File: src/rtl/debug_regfile_dumper_if.sv
// Register-file debug port plus byte stream towards the UART transmitter.
// The dumper drives the master side; the register file and transmitter sit on the slave side.
interface debug_regfile_dumper_if #(
  parameter int REG_AW = 5
);
  logic              debug_on;
  logic              stop_debug;
  logic [REG_AW-1:0] debug_read_reg;
  logic [31:0]       reg_debug_data;
  logic [7:0]        tx_data;
  logic              tx_valid;
  logic              tx_ready;

  modport master (
    output debug_on, stop_debug, debug_read_reg, tx_data, tx_valid,
    input  reg_debug_data, tx_ready
  );

  modport slave (
    input  debug_on, stop_debug, debug_read_reg, tx_data, tx_valid,
    output reg_debug_data, tx_ready
  );
endinterface

File: src/rtl/debug_regfile_dumper.sv
// Freezes the pipeline, reads every register through the debug port and streams
// each 32-bit word MSB first as four bytes on a valid/ready byte interface.
module debug_regfile_dumper #(
  parameter int NUM_REGS = 32,
  parameter int REG_AW   = 5,
  parameter int RD_LAT   = 1
) (
  input  logic clk,
  input  logic rst,
  input  logic start,
  output logic busy,
  output logic done,
  debug_regfile_dumper_if.master dbg
);

  typedef enum logic [2:0] {
    IDLE,
    WAIT,
    LOAD,
    SEND,
    DONE
  } state_t;

  localparam int WCW = (RD_LAT > 1) ? $clog2(RD_LAT) : 1;
  localparam logic [WCW-1:0]    WAIT_LAST = WCW'(RD_LAT - 1);
  localparam logic [REG_AW-1:0] ADDR_LAST = REG_AW'(NUM_REGS - 1);

  state_t            state, stateNext;
  logic [REG_AW-1:0] addrReg, addrNext;
  logic [31:0]       shiftReg, shiftNext;
  logic [1:0]        byteIdx, byteIdxNext;
  logic [WCW-1:0]    waitCnt, waitCntNext;

  always_ff @(posedge clk or posedge rst) begin
    if (rst) begin
      state    <= IDLE;
      addrReg  <= '0;
      shiftReg <= '0;
      byteIdx  <= '0;
      waitCnt  <= '0;
    end else begin
      state    <= stateNext;
      addrReg  <= addrNext;
      shiftReg <= shiftNext;
      byteIdx  <= byteIdxNext;
      waitCnt  <= waitCntNext;
    end
  end

  always_comb begin
    stateNext   = state;
    addrNext    = addrReg;
    shiftNext   = shiftReg;
    byteIdxNext = byteIdx;
    waitCntNext = waitCnt;
    case (state)
      IDLE: begin
        if (start) begin
          stateNext   = WAIT;
          addrNext    = '0;
          waitCntNext = '0;
        end
      end
      WAIT: begin
        // Address has been stable on debug_read_reg since entering WAIT.
        if (waitCnt == WAIT_LAST) begin
          waitCntNext = '0;
          stateNext   = LOAD;
        end else begin
          waitCntNext = waitCnt + WCW'(1);
        end
      end
      LOAD: begin
        shiftNext   = dbg.reg_debug_data;
        byteIdxNext = '0;
        stateNext   = SEND;
      end
      SEND: begin
        if (dbg.tx_ready) begin
          shiftNext   = {shiftReg[23:0], 8'h00};
          byteIdxNext = byteIdx + 2'd1;
          if (byteIdx == 2'd3) begin
            // The last register keeps its address so no wrap ever reaches the port.
            if (addrReg == ADDR_LAST) begin
              stateNext = DONE;
            end else begin
              addrNext  = addrReg + REG_AW'(1);
              stateNext = WAIT;
            end
          end
        end
      end
      DONE: begin
        stateNext = IDLE;
      end
      default: begin
        stateNext = IDLE;
      end
    endcase
  end

  // Freeze outputs decode straight from the state so an async reset drops them at once.
  assign busy               = (state != IDLE);
  assign done               = (state == DONE);
  assign dbg.debug_on       = busy;
  assign dbg.stop_debug     = busy;
  assign dbg.debug_read_reg = addrReg;
  assign dbg.tx_valid       = (state == SEND);
  assign dbg.tx_data        = shiftReg[31:24];

endmodule

File: src/flat_wrapper.sv
// flat-port wrapper written by rule: the top's interface ports become plain ports
module debug_regfile_dumper_flat 
#(
  parameter int NUM_REGS = 32,
  parameter int REG_AW   = 5,
  parameter int RD_LAT   = 1
)
  (clk, rst, start, busy, done, dbg_debug_on, dbg_stop_debug, dbg_debug_read_reg, dbg_tx_data, dbg_tx_valid, dbg_reg_debug_data, dbg_tx_ready);
  debug_regfile_dumper_if #(.REG_AW(REG_AW)) dbg_i ();
  input  logic clk;
  input  logic rst;
  input  logic start;
  output logic busy;
  output logic done;
  output wire logic [$bits(dbg_i.debug_on)-1:0] dbg_debug_on;
  output wire logic [$bits(dbg_i.stop_debug)-1:0] dbg_stop_debug;
  output wire logic [$bits(dbg_i.debug_read_reg)-1:0] dbg_debug_read_reg;
  output wire logic [$bits(dbg_i.tx_data)-1:0] dbg_tx_data;
  output wire logic [$bits(dbg_i.tx_valid)-1:0] dbg_tx_valid;
  input wire logic [$bits(dbg_i.reg_debug_data)-1:0] dbg_reg_debug_data;
  input wire logic [$bits(dbg_i.tx_ready)-1:0] dbg_tx_ready;
  assign dbg_debug_on = dbg_i.debug_on;
  assign dbg_stop_debug = dbg_i.stop_debug;
  assign dbg_debug_read_reg = dbg_i.debug_read_reg;
  assign dbg_tx_data = dbg_i.tx_data;
  assign dbg_tx_valid = dbg_i.tx_valid;
  assign dbg_i.reg_debug_data = dbg_reg_debug_data;
  assign dbg_i.tx_ready = dbg_tx_ready;
  debug_regfile_dumper #(.NUM_REGS(NUM_REGS), .REG_AW(REG_AW), .RD_LAT(RD_LAT)) u_core (.clk(clk), .rst(rst), .start(start), .busy(busy), .done(done), .dbg(dbg_i));
endmodule
File: config.mk
export PLATFORM = sky130hd
export DESIGN_NAME = debug_regfile_dumper_flat
export DESIGN_NICKNAME = d
export VERILOG_FILES = /design/src/rtl/debug_regfile_dumper_if.sv /design/src/rtl/debug_regfile_dumper.sv /design/src/flat_wrapper.sv
export SDC_FILE = /design/constraint.sdc
export NUM_CORES = 1
export LEC_CHECK = 0
export CORE_ASPECT_RATIO = 1.1
export CORE_UTILIZATION = 25
export CTS_CLUSTER_SIZE = 12
export DETAILED_ROUTE_END_ITERATION = 10
export HOLD_SLACK_MARGIN = 0.03
export SYNTH_ARGS = -nofsm -noshare
export SYNTH_HDL_FRONTEND = slang
export SYNTH_SLANG_ARGS = --single-unit
File: constraint.sdc
create_clock -name clk -period 3.7 [get_ports clk]
set_input_delay 0.74 -clock clk [delete_from_list [all_inputs] [get_ports clk]]
set_output_delay 0.74 -clock clk [all_outputs]
set_load 0.005 [all_outputs]
# Word-level counts from Yosys, hierarchy flattened

Cells that the tools add are included.

Register bits after elaboration: 43
Output and inout bits: 18

Add/subtract/negate cells: 3
Equality and inequality tests: 11
Multiplexer cells: 18
Reductions and logical operators: 9

Operators with widths:

| operator              | number |
|---|---|
| $pmux W32 S2          | 1 |
| $mux W32              | 1 |
| $mux W5               | 4 |
| $mux W3               | 5 |
| $pmux W3 S4           | 1 |
| $pmux W5 S2           | 1 |
| $eq A3 B2 Y1 const B  | 2 |
| $ne A2 B2 Y1 const B  | 3 |
| $reduce_bool A2 Y1    | 3 |
| $add A5 B1 Y5 const B | 1 |
| $eq A5 B5 Y1 const B  | 1 |
| $reduce_and A5 Y1     | 1 |
| $ne A2 B1 Y1 const B  | 2 |
| $pmux W2 S2           | 1 |
| $reduce_and A2 Y1     | 2 |
| $reduce_and A4 Y1     | 1 |
| $eq A3 B1 Y1 const B  | 1 |
| $eq A3 B3 Y1 const B  | 1 |
| $logic_not A3 Y1      | 1 |
| $reduce_bool A3 Y1    | 1 |
| $add A2 B1 Y2 const B | 1 |
| $eq A2 B2 Y1 const B  | 1 |
| $mux W1               | 2 |
| $mux W2               | 1 |
| 2 further kinds       | 2 |

# Longest topological paths before layout

Gate-level depths: netlist (run 1).

Word-level depth: 5
Depth in mapped cells: 6
Mapped depth without buffers: 6

# Least setup slack after synthesis (run 1)

No wires, ideal clock.

Path kind: reg-to-output
From: register u_core.state[0]
To: output port dbg_debug_on
Arrival: 1.203 ns
Data required time: 2.960 ns
Path slack: 1.757 ns
Cell stages (with the launch flop): 4
Cell sequence: dfrtp_1 buf_6 or3_2 buf_4

Word-level cells in the longest chain between the ends: 1

RTL lines:

| item                   | RTL line                    | text |
|---|---|---|
| from (decl)            | debug_regfile_dumper.sv:28  | `state_t state, stateNext;` |
| from (signal assigned) | debug_regfile_dumper.sv:42  | `state <= stateNext;` |
| $reduce_bool A3 Y1     | debug_regfile_dumper.sv:103 | `assign busy = (state != IDLE);` |
| to (decl)              | flat_wrapper.sv:15          | `output wire logic [$bits(dbg_i.debug_on)-1:0] dbg_debug_on;` |

No other way between the ends.

# Worst setup path after layout (run 1)

From: register u_core.state[0]
To: output port dbg_tx_valid

Word-level cells in the longest chain between the ends: 1

RTL lines:

| item         | RTL line                    | text |
|---|---|---|
| $eq A3 B2 Y1 | debug_regfile_dumper.sv:108 | `assign dbg.tx_valid = (state == SEND);` |
| to (decl)    | flat_wrapper.sv:19          | `output wire logic [$bits(dbg_i.tx_valid)-1:0] dbg_tx_valid;` |

No other way between the ends.

==> metrics, run 1 <==
Final Power about 1.7 mW; Netlist Area Pre-Place 0.00210 mm²; DR vias/cell about 4.3; WP data arrival 2.12 ns; WL/cell ~14 µm; CP Data Required Time 2.96 ns; Worst Reg-to-Reg Cells 6; Period Utilization, post-route 0.772; register area share after synthesis 0.501; synth top area cells dfrtp_1 (50%), mux2_2 (26%), buf_4 (3.9%), a22o_1 (3.3%), ha_1 (1.8%); worst hold stages 1; CTS Buf Count 5; Setup Fix Bufs, Post-CTS 0; critical path class flop to primary output; Hold Vio Cnt, Final 0; worst vdd ir between 200 and 250 µV; EDFF count, synth 0; setup TNS 0 ns; post-synthesis net count 198; Fmax between 0.3 and 0.4 GHz; reg2reg start u_core.dbg.debug_read_reg[0]; Synth Flop Type dfrtp_1; Worst Hold Endpoint u_core.byteIdx[1]; worst slew pin tran approximately 0.88 ns; clk slew on worst S/H paths 0.08 ns; Finish-stage setup viols 0; DP Cell Count 303; Slew HR 0.413; Synthesis Warnings 0; Hold WC Path Type flop to flop; max reg flops 32; pin count of the biggest net entering global routing 43; total of max-cap violations 0; Commonest cells post-synth mux2_2 (48), dfrtp_1 (42), buf_4 (11), a22o_1 (8); Max Fanout on Critical Path 20; final cell count without fillers 310; leakage power ~1.2 nW; share of layout cells above drive strength 1 0.322; GRT overflow 0; flops & latches, synth 42; Pre-Repair DR Iteration Count 3; Syn Inst Count ~160; Critical Path Source Type flop; CTS tree built; vias in the first global route ~1500; Vias 1346; final cell area excluding filler cells roughly 0.0027 mm²; Routed Antenna Nets 0; PostCTS Resize Cnt 0; Filler Cell Count 783; CTS root buf clkbuf_8; HP Start u_core.byteIdx[1]; CP endpoint kind primary output; diodes inserted 0; Tmin final around 2.9 ns; top-count cell post-synth mux2_2; antenna violations before repair 0; Die Height 98.1 µm; H-tree depth 2; clk_lat worst skew 0.29 ns; R2R setup slack 1.63 ns; Async SR Flop Fraction 1.00; chip width 89.4 µm; Power Density 628 mW/mm²; Cell variety after synth 36; Yosys top cell area share 0.501; DPL Wire Length 3130 µm; Worst R2R End u_core.dbg.debug_read_reg[0]; DRC 0; first-pass GRT wire length around 7400 µm; status finished clean; IO Pins 54; total track usage 0.111; CTS Sinks 42; Initial Util 0.261; initial drt markers 35; P&R area growth vs syn 30.0%; core area approximately 0.0080 mm²; Final nets between 200 and 250; hold_ws 0.498 ns; clk buf depth 2; leading area contributor after synthesis dfrtp_1; post-synthesis area per instance 13.2 µm²; dpl cell area 0.00265 mm²; GP Congestion 0.714; Total Die Area roughly 0.0088 mm²; unrepaired setup endpoints after global routing no; Final Max Slew Viols 0; routed wire length 4390 µm; CTS Hold Bufs 0; Post-Route Skew ~0.0073 ns; FP Rows 34; IO Port Bufs 53
-- cell families (layout without fill, tap and decap cells) --
group           after synthesis  count (layout)  synth area share
flops                        42              42             0.501
compound gates               22              22            0.0883
simple gates                 18              18            0.0543
buf+inv                      24              67            0.0692
mux                          50              50             0.270
fa+ha+maj                     3               3            0.0179
-- layout by cell type, fill, tap and decap left out, drive strengths merged --
master         synthesis  routed
o21ai                  1       1
or4                    1       1
clkdlybuf4s50          0      53
a41oi                  1       1
nor3                   2       2
a21o                   2       2
a32o                   1       1
o21bai                 1       1
dfrtp                 42      42
a21oi                  2       2
clkinv                 0       2
or3b                   1       1
a22o                  10      10
mux2i                  1       1
nor2                   5       5
nand3b                 2       2
a2bb2oi                1       1
nor3b                  1       1
inv                    6       6
clkbuf                 1       5
nand3                  2       2
nand2b                 1       1
a221o                  1       1
o211ai                 2       2
or3                    1       1
mux2                  49      49
and3                   1       1
buf                   17       1
ha                     3       3
nand2                  1       1
-- layout make-up --
cell class	count	area, µm²	area share
Sequential cell	42	1050	0.385
Inverter	6	22.5	0.00826
Clock inverter	2	10.0	0.00367
Clock buffer	5	68.8	0.0252
Multi-Input combinational cell	93	902	0.331
Tap cell	108	135	0.0495
Timing Repair Buffer	54	538	0.197
-- metrics by stage --
stage | util | setup WS [ns]
6_report | 0.339 | 0.842
5_1_grt | 0.339 | 0.682
4_1_cts | 0.339 | 0.815
3_5_place_dp | 0.329 | 1.14
3_3_place_gp | 0.329 | 1.20
2_1_floorplan | - | 1.76
-- how the worst max path moves through the flow --
stage	startpoint	to
after global routing	u_core.state[0]	dbg_tx_valid
after CTS	u_core.state[0]	dbg_tx_valid
after floorplan	u_core.state[0]	dbg_debug_on
after detailed placement	u_core.state[0]	dbg_tx_valid
final	u_core.state[0]	dbg_tx_valid
after global placement	u_core.state[0]	dbg_tx_valid
-- critical path, stage by stage (launching register included) --
cell and delay [ns]:
dfrtp_1 0.57, nand3b_4 0.26, inv_2 0.41, clkdlybuf4s50_1 0.58
-- power breakdown --
group / switching, mW / internal [mW] / total, mW
Combinational: 0.254 / 0.454 / 0.707
Sequential: 0.102 / 0.621 / 0.723
Clock: 0.155 / 0.127 / 0.282
-- routing by layer --
metal / routed length [µm] / track usage
met1: 2120 / 0.151
met2: 2060 / 0.172
met3: 167 / 0.0296
met4: 54 / 0.0330
met5: 0 / 0
Power figures use the tool's default switching activity.
==> run 2: changes to the inputs <==
==> constraint.sdc (replaced) <==
create_clock -name clk -period 2.9 [get_ports clk]
set_input_delay 0.58 -clock clk [delete_from_list [all_inputs] [get_ports clk]]
set_output_delay 0.58 -clock clk [all_outputs]
set_load 0.005 [all_outputs]
==> run 2 against run 1 <==
  * Clock skew decreased by 0.0026 ns
  * Die area unchanged
  * Sequential cell count unchanged
  * Routed wire length about the same
  * Design area increased by 0.96%
  * Sequential power increased by 28%
==> metrics, run 2 (same netlist as run 1, synthesis figures left out) <==
status finished clean; Total Die Area 0.00876 mm²; CP bufs+invs 1; Pre-Repair DR Iteration Count 4; CTS Sinks 42; pre-CTS WS 0.664 ns; most frequent cells in the layout clkdlybuf4s50_1 (53), mux2_2 (48), dfrtp_1 (42), a22o_1 (8), clkbuf_8 (6); setup TNS 0 ns; max reg flops 32; Vias 1365; initial drt markers 39; IO Pins 54; WL/cell 14.1 µm; Setup Fix Bufs, Post-CTS 0; Post-Route Skew ~0.0047 ns; leakage power 1.24 nW; P&R area growth vs syn 31.2%; CTS Hold Bufs 0; share of layout cells above drive strength 1 0.328; H-tree depth 2; Final Max Slew Viols 0; CP Data Required Time 2.32 ns; Fmax 0.413 GHz; GRT overflow 0; Hold WC Path Type flop to flop; total track usage 0.113; routed wire length 4390 µm; Critical Path Source Type flop; Largest stage delay, worst path 0.56 ns; PnR worst setup slack 0.481 ns; clk buf depth 2; Tmin final ~2.4 ns; Die Height 98.1 µm; Hold Vio Cnt, Final 0; antenna violations before repair 0; final core occ 0.343; Worst path top cell family by delay simple AND/OR/NAND/NOR gates; CP endpoint kind primary output; first-pass GRT wire length 7470 µm; chip width 89.4 µm; Routed Antenna Nets 0; Slew HR 0.485; worst vdd ir 291 µV; CTS root buf clkbuf_8; worst-path cell chain or3_2 -> clkdlybuf4s50_1; clk_lat worst skew around 0.28 ns; worst slew pin tran 0.769 ns; Period Utilization, post-route 0.834; unrepaired setup endpoints after global routing no; core area 0.00804 mm²; Finish-stage setup viols 0; CP max stage cell or3_2; IO Port Bufs 53; CTS Buf Count 5; FP Rows 34; WP data arrival 1.84 ns; GP Congestion 0.742; diodes inserted 0; Filler Cell Count 794; R2R setup slack 0.81 ns; commonest non-fill, non-tap cell in the layout clkdlybuf4s50_1; total of max-cap violations 0; Max Fanout on Critical Path 11; DR vias/cell 4.38; Power Density 799 mW/mm²; critical path class flop to primary output; Initial Util 0.261; PostCTS Resize Cnt 0; CTS tree built; DPL Wire Length ~3100 µm; vias in the first global route 1456; DRC 0; pin count of the biggest net entering global routing 25; clk slew on worst S/H paths 0.07 ns; Final nets ~240
[run 2: cell types whose count changed in the layout (fill, tap and decap cells not counted)]
| cell | before | now |
|---|---|---|
| buf_4 | 1 | 4 |
| clkinv_2 | 2 | 0 |
| clkbuf_8 | 5 | 6 |
[run 2: area by class of cell]
cell class / count / area, µm² / area share
multi-input combinational: 93 / 902 / 0.328
timing repair buffer: 57 / 561 / 0.204
tap: 108 / 135 / 0.0491
clock buffer: 6 / 82.6 / 0.0300
sequential: 42 / 1050 / 0.382
inverter: 6 / 22.5 / 0.00818
[run 2: layer usage]
metal / global-route usage / vias to the layer above / share of wire
met3: 0.0313 / 5 / 0.041
li1: - / 664 / -
met4: 0.0293 / 0 / 0.0084
met1: 0.149 / 664 / 0.46
met2: 0.180 / 32 / 0.49
met5: 0 / - / 0
[run 2: path summary, 6_finish.rpt]
kind | from | end | cells past startpoint
worst max-delay path | u_core.state[0] | dbg_debug_on | 2
worst min-delay path | u_core.shiftReg[15] | u_core.shiftReg[15] | 1
worst max register to register | u_core.dbg.debug_read_reg[0] | u_core.dbg.debug_read_reg[0] | 6
worst min register to register | u_core.shiftReg[15] | u_core.shiftReg[15] | 1
max in group asynchronous | rst | u_core.shiftReg[27] | 3
min in group asynchronous | rst | u_core.shiftReg[15] | 2
[run 2: per-stage QoR]
stage	hold WS, ns	instance area [µm²]	cells	power, mW
final	0.506	2750	312	2.20
after global routing	0.523	2750	312	2.37
after CTS	0.513	2750	312	2.25
after detailed placement	0.490	2670	306	1.87
after global placement	0.482	2670	306	1.85
after floorplan	0.467	2100	159	1.60
[run 2: power by group]
part	internal, mW	switching, mW
logic	0.587	0.322
registers	0.793	0.132
clock network	0.184	0.182
total	1.56	0.637
